`config.mk`:
```
export PLATFORM = sky130hd
export DESIGN_NAME = spi_xfer_sched
export DESIGN_NICKNAME = d
export VERILOG_FILES = /design/src/rtl/spi_xfer_sched.sv
export SDC_FILE = /design/constraint.sdc
export NUM_CORES = 1
export LEC_CHECK = 0
export ABC_AREA = 1
export CAP_MARGIN = 15
export CORE_AREA = 5 5 138 140
export CTS_CLUSTER_DIAMETER = 100
export CTS_CLUSTER_SIZE = 16
export DETAILED_ROUTE_END_ITERATION = 8
export DIE_AREA = 0 0 143 145
export PLACE_DENSITY = 0.77
export SYNTH_ARGS = -nofsm -noshare
export SYNTH_HDL_FRONTEND = slang
export SYNTH_SLANG_ARGS = --single-unit
```
`constraint.sdc`:
```
create_clock -name clk -period 1.75 [get_ports clk]
set_input_delay 0.2625 -clock clk [delete_from_list [all_inputs] [get_ports clk]]
set_output_delay 0.2625 -clock clk [all_outputs]
set_load 0.02 [all_outputs]
```
`src/rtl/spi_xfer_sched.sv`:
```
// -----------------------------------------------------------------------------
// spi_xfer_sched
//
// Purpose:
//   Schedules SPI transfers from two requesters onto a single SPI top.
//   An idle scheduler grants one requester (round-robin), latches its
//   master/slave configuration and tx bytes, and lets the configuration
//   settle for CFG_SETTLE cycles. It then pulses trans_en and waits for
//   the SPI top interrupt, or for a timeout. Finally it returns a one-cycle
//   completion pulse to the owning requester.
//
// Parameters:
//   CFG_SETTLE  cycles the configuration is held before trans_en (1..15)
//   TIMEOUT     max WAIT cycles before the transfer is aborted (2..65535)
//
// Ports:
//   clk, rst             clock (rising edge) and synchronous active-high reset
//   req_vld[1:0]         per-requester transfer request
//   req_rdy[1:0]         one-hot accept pulse (same cycle as the grant)
//   req_cfg_m/s[63:0]    master/slave config, requester i at [32i+31:32i]
//   req_data_m/s[15:0]   master/slave tx byte, requester i at [8i+7:8i]
//   rsp_vld[1:0]         one-hot completion pulse to the owner
//   rsp_data_m/s[7:0]    rx bytes captured from the SPI top on interrupt
//   rsp_err              timeout flag, valid with rsp_vld
//   busy                 high whenever the scheduler is not idle
//   data_config_master/slave, i_data_m/s, trans_en   drive the SPI top
//   interupt_request, o_data_m/s                     returned by the SPI top
// -----------------------------------------------------------------------------
module spi_xfer_sched #(
  parameter int CFG_SETTLE = 2,
  parameter int TIMEOUT    = 4096
) (
  input  logic        clk,
  input  logic        rst,
  input  logic [1:0]  req_vld,
  output logic [1:0]  req_rdy,
  input  logic [63:0] req_cfg_m,
  input  logic [63:0] req_cfg_s,
  input  logic [15:0] req_data_m,
  input  logic [15:0] req_data_s,
  output logic [1:0]  rsp_vld,
  output logic [7:0]  rsp_data_m,
  output logic [7:0]  rsp_data_s,
  output logic        rsp_err,
  output logic        busy,
  output logic [31:0] data_config_master,
  output logic [31:0] data_config_slave,
  output logic [7:0]  i_data_m,
  output logic [7:0]  i_data_s,
  output logic        trans_en,
  input  logic        interupt_request,
  input  logic [7:0]  o_data_m,
  input  logic [7:0]  o_data_s
);

  typedef enum logic [2:0] {
    IDLE  = 3'd0,
    CFG   = 3'd1,
    START = 3'd2,
    WAIT  = 3'd3,
    DONE  = 3'd4
  } state_t;

  localparam logic [3:0]  SETTLE_LAST  = 4'(CFG_SETTLE - 1);
  localparam logic [15:0] TIMEOUT_LAST = 16'(TIMEOUT - 1);

  state_t      r_state;
  state_t      w_state_next;

  logic        r_owner;      // requester owning the transfer in flight
  logic        r_last;       // requester granted most recently
  logic        r_done_once;  // a transfer has completed since reset
  logic [3:0]  r_settle_cnt;
  logic [15:0] r_to_cnt;
  logic [31:0] r_cfg_m;
  logic [31:0] r_cfg_s;
  logic [7:0]  r_data_m;
  logic [7:0]  r_data_s;
  logic [7:0]  r_rsp_m;
  logic [7:0]  r_rsp_s;
  logic        r_err;

  // Per-requester views of the packed operand buses.
  logic [31:0] w_cfg_m  [2];
  logic [31:0] w_cfg_s  [2];
  logic [7:0]  w_data_m [2];
  logic [7:0]  w_data_s [2];

  genvar gi;
  generate
    for (gi = 0; gi < 2; gi++) begin : g_unpack
      assign w_cfg_m[gi]  = req_cfg_m[32*gi +: 32];
      assign w_cfg_s[gi]  = req_cfg_s[32*gi +: 32];
      assign w_data_m[gi] = req_data_m[8*gi +: 8];
      assign w_data_s[gi] = req_data_s[8*gi +: 8];
    end
  endgenerate

  logic w_any_req;
  logic w_gidx;
  logic w_same_cfg;
  logic w_load;
  logic w_capture;
  logic w_timeout;
  logic w_done;

  // Round-robin pick: with both requesting, take the one not granted last.
  // r_last resets to 1 so requester 0 wins the first contested grant.
  always_comb begin
    w_any_req = |req_vld;
    if (req_vld == 2'b11) begin
      w_gidx = ~r_last;
    end else begin
      w_gidx = req_vld[1];
    end
    // The settle time is only skipped when the SPI top already holds the
    // exact configuration from a finished transfer.
    w_same_cfg = r_done_once &&
                 (w_cfg_m[w_gidx] == r_cfg_m) &&
                 (w_cfg_s[w_gidx] == r_cfg_s);
  end

  always_ff @(posedge clk) begin
    if (rst) begin
      r_state <= IDLE;
    end else begin
      r_state <= w_state_next;
    end
  end

  always_comb begin
    w_state_next = r_state;
    req_rdy      = 2'b00;
    w_load       = 1'b0;
    w_capture    = 1'b0;
    w_timeout    = 1'b0;
    w_done       = 1'b0;
    case (r_state)
      IDLE: begin
        // The grant is gated by rst so no accept pulse is seen while the
        // block is held in reset.
        if (w_any_req && !rst) begin
          req_rdy      = w_gidx ? 2'b10 : 2'b01;
          w_load       = 1'b1;
          w_state_next = w_same_cfg ? START : CFG;
        end
      end
      CFG: begin
        if (r_settle_cnt == SETTLE_LAST) begin
          w_state_next = START;
        end
      end
      START: begin
        w_state_next = WAIT;
      end
      WAIT: begin
        // An interrupt on the final counted cycle still wins over timeout.
        if (interupt_request) begin
          w_capture    = 1'b1;
          w_state_next = DONE;
        end else if (r_to_cnt == TIMEOUT_LAST) begin
          w_timeout    = 1'b1;
          w_state_next = DONE;
        end
      end
      DONE: begin
        w_done       = 1'b1;
        w_state_next = IDLE;
      end
      default: begin
        w_state_next = IDLE;
      end
    endcase
  end

  always_ff @(posedge clk) begin
    if (rst) begin
      r_owner      <= 1'b0;
      r_last       <= 1'b1;
      r_done_once  <= 1'b0;
      r_settle_cnt <= 4'd0;
      r_to_cnt     <= 16'd0;
      r_cfg_m      <= 32'd0;
      r_cfg_s      <= 32'd0;
      r_data_m     <= 8'd0;
      r_data_s     <= 8'd0;
      r_rsp_m      <= 8'd0;
      r_rsp_s      <= 8'd0;
      r_err        <= 1'b0;
    end else begin
      if (w_load) begin
        r_owner  <= w_gidx;
        r_cfg_m  <= w_cfg_m[w_gidx];
        r_cfg_s  <= w_cfg_s[w_gidx];
        r_data_m <= w_data_m[w_gidx];
        r_data_s <= w_data_s[w_gidx];
      end

      if (w_load) begin
        r_settle_cnt <= 4'd0;
      end else if (r_state == CFG) begin
        r_settle_cnt <= r_settle_cnt + 4'd1;
      end

      // WAIT always exits at TIMEOUT_LAST, so the counter never wraps.
      if (r_state == START) begin
        r_to_cnt <= 16'd0;
      end else if (r_state == WAIT) begin
        r_to_cnt <= r_to_cnt + 16'd1;
      end

      if (w_capture) begin
        r_rsp_m <= o_data_m;
        r_rsp_s <= o_data_s;
        r_err   <= 1'b0;
      end else if (w_timeout) begin
        r_err <= 1'b1;
      end

      if (w_done) begin
        r_last      <= r_owner;
        r_done_once <= 1'b1;
      end
    end
  end

  assign trans_en           = (r_state == START);
  assign busy               = (r_state != IDLE);
  assign rsp_vld            = (r_state == DONE) ? (r_owner ? 2'b10 : 2'b01) : 2'b00;
  assign rsp_err            = r_err;
  assign rsp_data_m         = r_rsp_m;
  assign rsp_data_s         = r_rsp_s;
  assign data_config_master = r_cfg_m;
  assign data_config_slave  = r_cfg_s;
  assign i_data_m           = r_data_m;
  assign i_data_s           = r_data_s;

endmodule

```
==> reports/qor.csv <==
metric,value,unit
ioPinCount,284,
num-fill-cells,1512,
postSynthCellCount,1083,
synthDistinctLibCells,38,
hold_violations,0,
p_leak,5.06,nW
ys_seq_area_frac,0.363,
grt-ovfl-total,0,
stdcell_area,11400,um2
maxCapViolCount,0,
cpMaxStageDelayCell,dfxtp_4,
start_util,0.382,
cp_cell_sequence,"nand2_8, nand2_8, buf_12, buf_8, o211ai_1, nand4_1, nor2_4, nand2_2, nor2_4, nand3_2, nand2_1, nand2_1, a21oi_1",
portBuffers,283,
synth_area_per_cell,6.26,um2
path_buf_inv,2,
ir_drop,0.000772,V
violations,setup timing,
drive_above_1_share,0.131,
r2r_start,r_last$_SDFFE_PP1N_,
ys_seq_elements,123,
final.setup.tns,-0.811,ns
hpwl,19100,um
antenna_found_initial,2,
dp_slack,-0.808,ns
max_stage_delay,0.36,ns
critPathMaxFanout,7,
wl_per_cell,15.9,um
cts_buffer_depth,2,
routed_via_density,5.06,
gr-usage-all-layers,0.239,
final_common_cell,nand2_1,
hold_class,input port to flop,
n_antenna_cell,0,
layout_setup_ws,-0.216,ns
rsz0062_at_grt,yes,
die-area,20700,um2
setup_viol,9,
yosysWarnings,0,
drt_pre_antenna_iters,5,
wirelength,26500,um
post_dp_cell_area,10200,um2
path_class,flop to flop,
vias,8446,
clkLatencyLatePin,0.42,ns
cts_buffers,17,
drv_slew,0,
hp-start,req_data_m[14],
num_rows,49,
grt_first_pass_wirelength,40300,um
grt_start_max_net_pins,38,
period_share,1.12,
relSlewSlack,0.674,
syn2layout_area_growth,68.9,%
htree_levels,4,
drtIter0Drc,471,
p_per_area,1140,nW/um2
fin_nets,1611,
drc,0,
worst_pin_slew,0.489,ns
netlist_area,6780,um2
gp_congestion,0.877,
synth_fp_nets,1267,
core_area,17700,um2
startpoint_type,flop,
cts_hold_buffers,0,
whs,0.413,ns
cp-end-kind,flop,
layout_common_cells,"354 x nand2_1, 270 x clkdlybuf4s50_1, 134 x inv_1, 122 x dfxtp_1, 107 x nand3_1",
arrival,2.31,ns
die_h,145,um
cp_top_family,simple AND/OR/NAND/NOR gates,
max_clock_freq,509,MHz
clkSinkCount,123,
clk_pin_slew_worst_paths,0.05,ns
ant_nets,0,
clock_skew,0.00775,ns
grt_pass1_vias,8276,
die-width,143,um
cp-startpoint,r_last$_SDFFE_PP1N_,
status,"complete, but fails checks",
required,2.10,ns
cts_tree,done,
min_period,1.97,ns
ctsRootBufferMaster,clkbuf_16,
-- flip-flops by register name (all words and copies together), names as in the netlist --
register / flops
r_last: 1
data_config_master: 32
i_data_s: 8
rsp_err: 1
rsp_data_s: 8
rsp_data_m: 8
data_config_slave: 32
r_owner: 1
r_to_cnt: 16
i_data_m: 8
r_settle_cnt: 4
r_done_once: 1
r_state: 3
-- repair_timing --
action,4_1_cts,5_1_grt
gates resized for setup,88,50
pin swaps,14,25
setup buffers,10,5
gates cloned,2,5
endpoints found under the setup margin,80,98
-- layer usage --
metal,vias up,share of wire,GRT usage
met4,4,0.023,0.0775
met3,55,0.11,0.0819
met1,3813,0.39,0.279
met5,-,0.0010,0
met2,399,0.48,0.409
li1,4175,-,-
-- area by class of cell --
class / instances / area (um2) / area share
Tap cell: 229 / 287 / 0.0250
Clock buffer: 19 / 443 / 0.0387
Sequential cell: 123 / 2470 / 0.216
Clock inverter: 13 / 174 / 0.0152
Multi-Input combinational cell: 773 / 3770 / 0.329
Inverter: 143 / 539 / 0.0471
Timing Repair Buffer: 369 / 3760 / 0.329
-- where the power goes --
group	internal (mW)	total [mW]	switching, mW
clock	2.41	3.74	1.33
sequential	3.39	3.86	0.461
combinational	2.48	5.41	2.93
total	8.28	13.0	4.73
-- worst min-delay path, cell delays in order --
cell	delay (ns)
clkdlybuf4s50_1	0.39
nand2_1	0.06
a31oi_1	0.06
-- cells by family after synthesis --
group / Yosys count / share of synthesized area
AOI/OAI and AO/OA: 148 / 0.122
and+or+nand+nor: 620 / 0.389
DFF: 123 / 0.363
buffers and inverters: 188 / 0.118
xor gates and xnor gates: 1 / 0.00129
adders and majority gates: 3 / 0.00554
-- metrics by stage --
stage          cells  power, mW  utilization
3_3_place_gp    1618       8.92        0.578
2_1_floorplan   1083       6.44            -
3_5_place_dp    1618       8.98        0.578
4_1_cts         1661       12.9        0.628
5_1_grt         1669       13.7        0.646
6_report        1669       13.0        0.646
-- cell usage after synthesis --
master	instances	area share
clkbuf_2	1	0.00074
nor3_4	1	0.0024
inv_1	140	0.078
buf_2	20	0.015
nand3_1	113	0.083
nor2_2	2	0.0018
clkinv_1	1	0.00055
buf_4	9	0.010
nor4_1	2	0.0018
nand3_2	1	0.0015
buf_1	1	0.00055
inv_2	2	0.0011
nand2_2	1	0.00092
a31oi_1	15	0.014
buf_8	1	0.0022
xor2_1	1	0.0013
o21a_1	2	0.0022
o221a_2	1	0.0017
nor2_1	91	0.050
o211ai_1	8	0.0089
o22ai_1	27	0.025
a22oi_1	2	0.0022
dfxtp_1	123	0.36
nor3_1	9	0.0066
ha_1	3	0.0055
buf_6	3	0.0050
nor3_2	2	0.0030
nor3b_1	1	0.0011
nand2_1	366	0.20
nand2_4	1	0.0017
nor2_4	1	0.0017
clkbuf_1	10	0.0055
a21oi_1	21	0.016
o21ai_0	68	0.050
o21ai_1	4	0.0030
or2_2	1	0.00092
nand3b_1	18	0.020
nand4_1	10	0.0092
-- path summary, 6_finish.rpt --
path	end	slack [ns]	cells after the start
worst max-delay path	r_state[1]$_SDFFE_PP0P_	-0.22	13
worst min-delay path	i_data_m[6]$_SDFFE_PP0P_	0.41	3
worst max register to register	r_state[1]$_SDFFE_PP0P_	-0.22	13
worst min register to register	i_data_m[2]$_SDFFE_PP0P_	0.47	2
(Power assumes the default switching activity.)
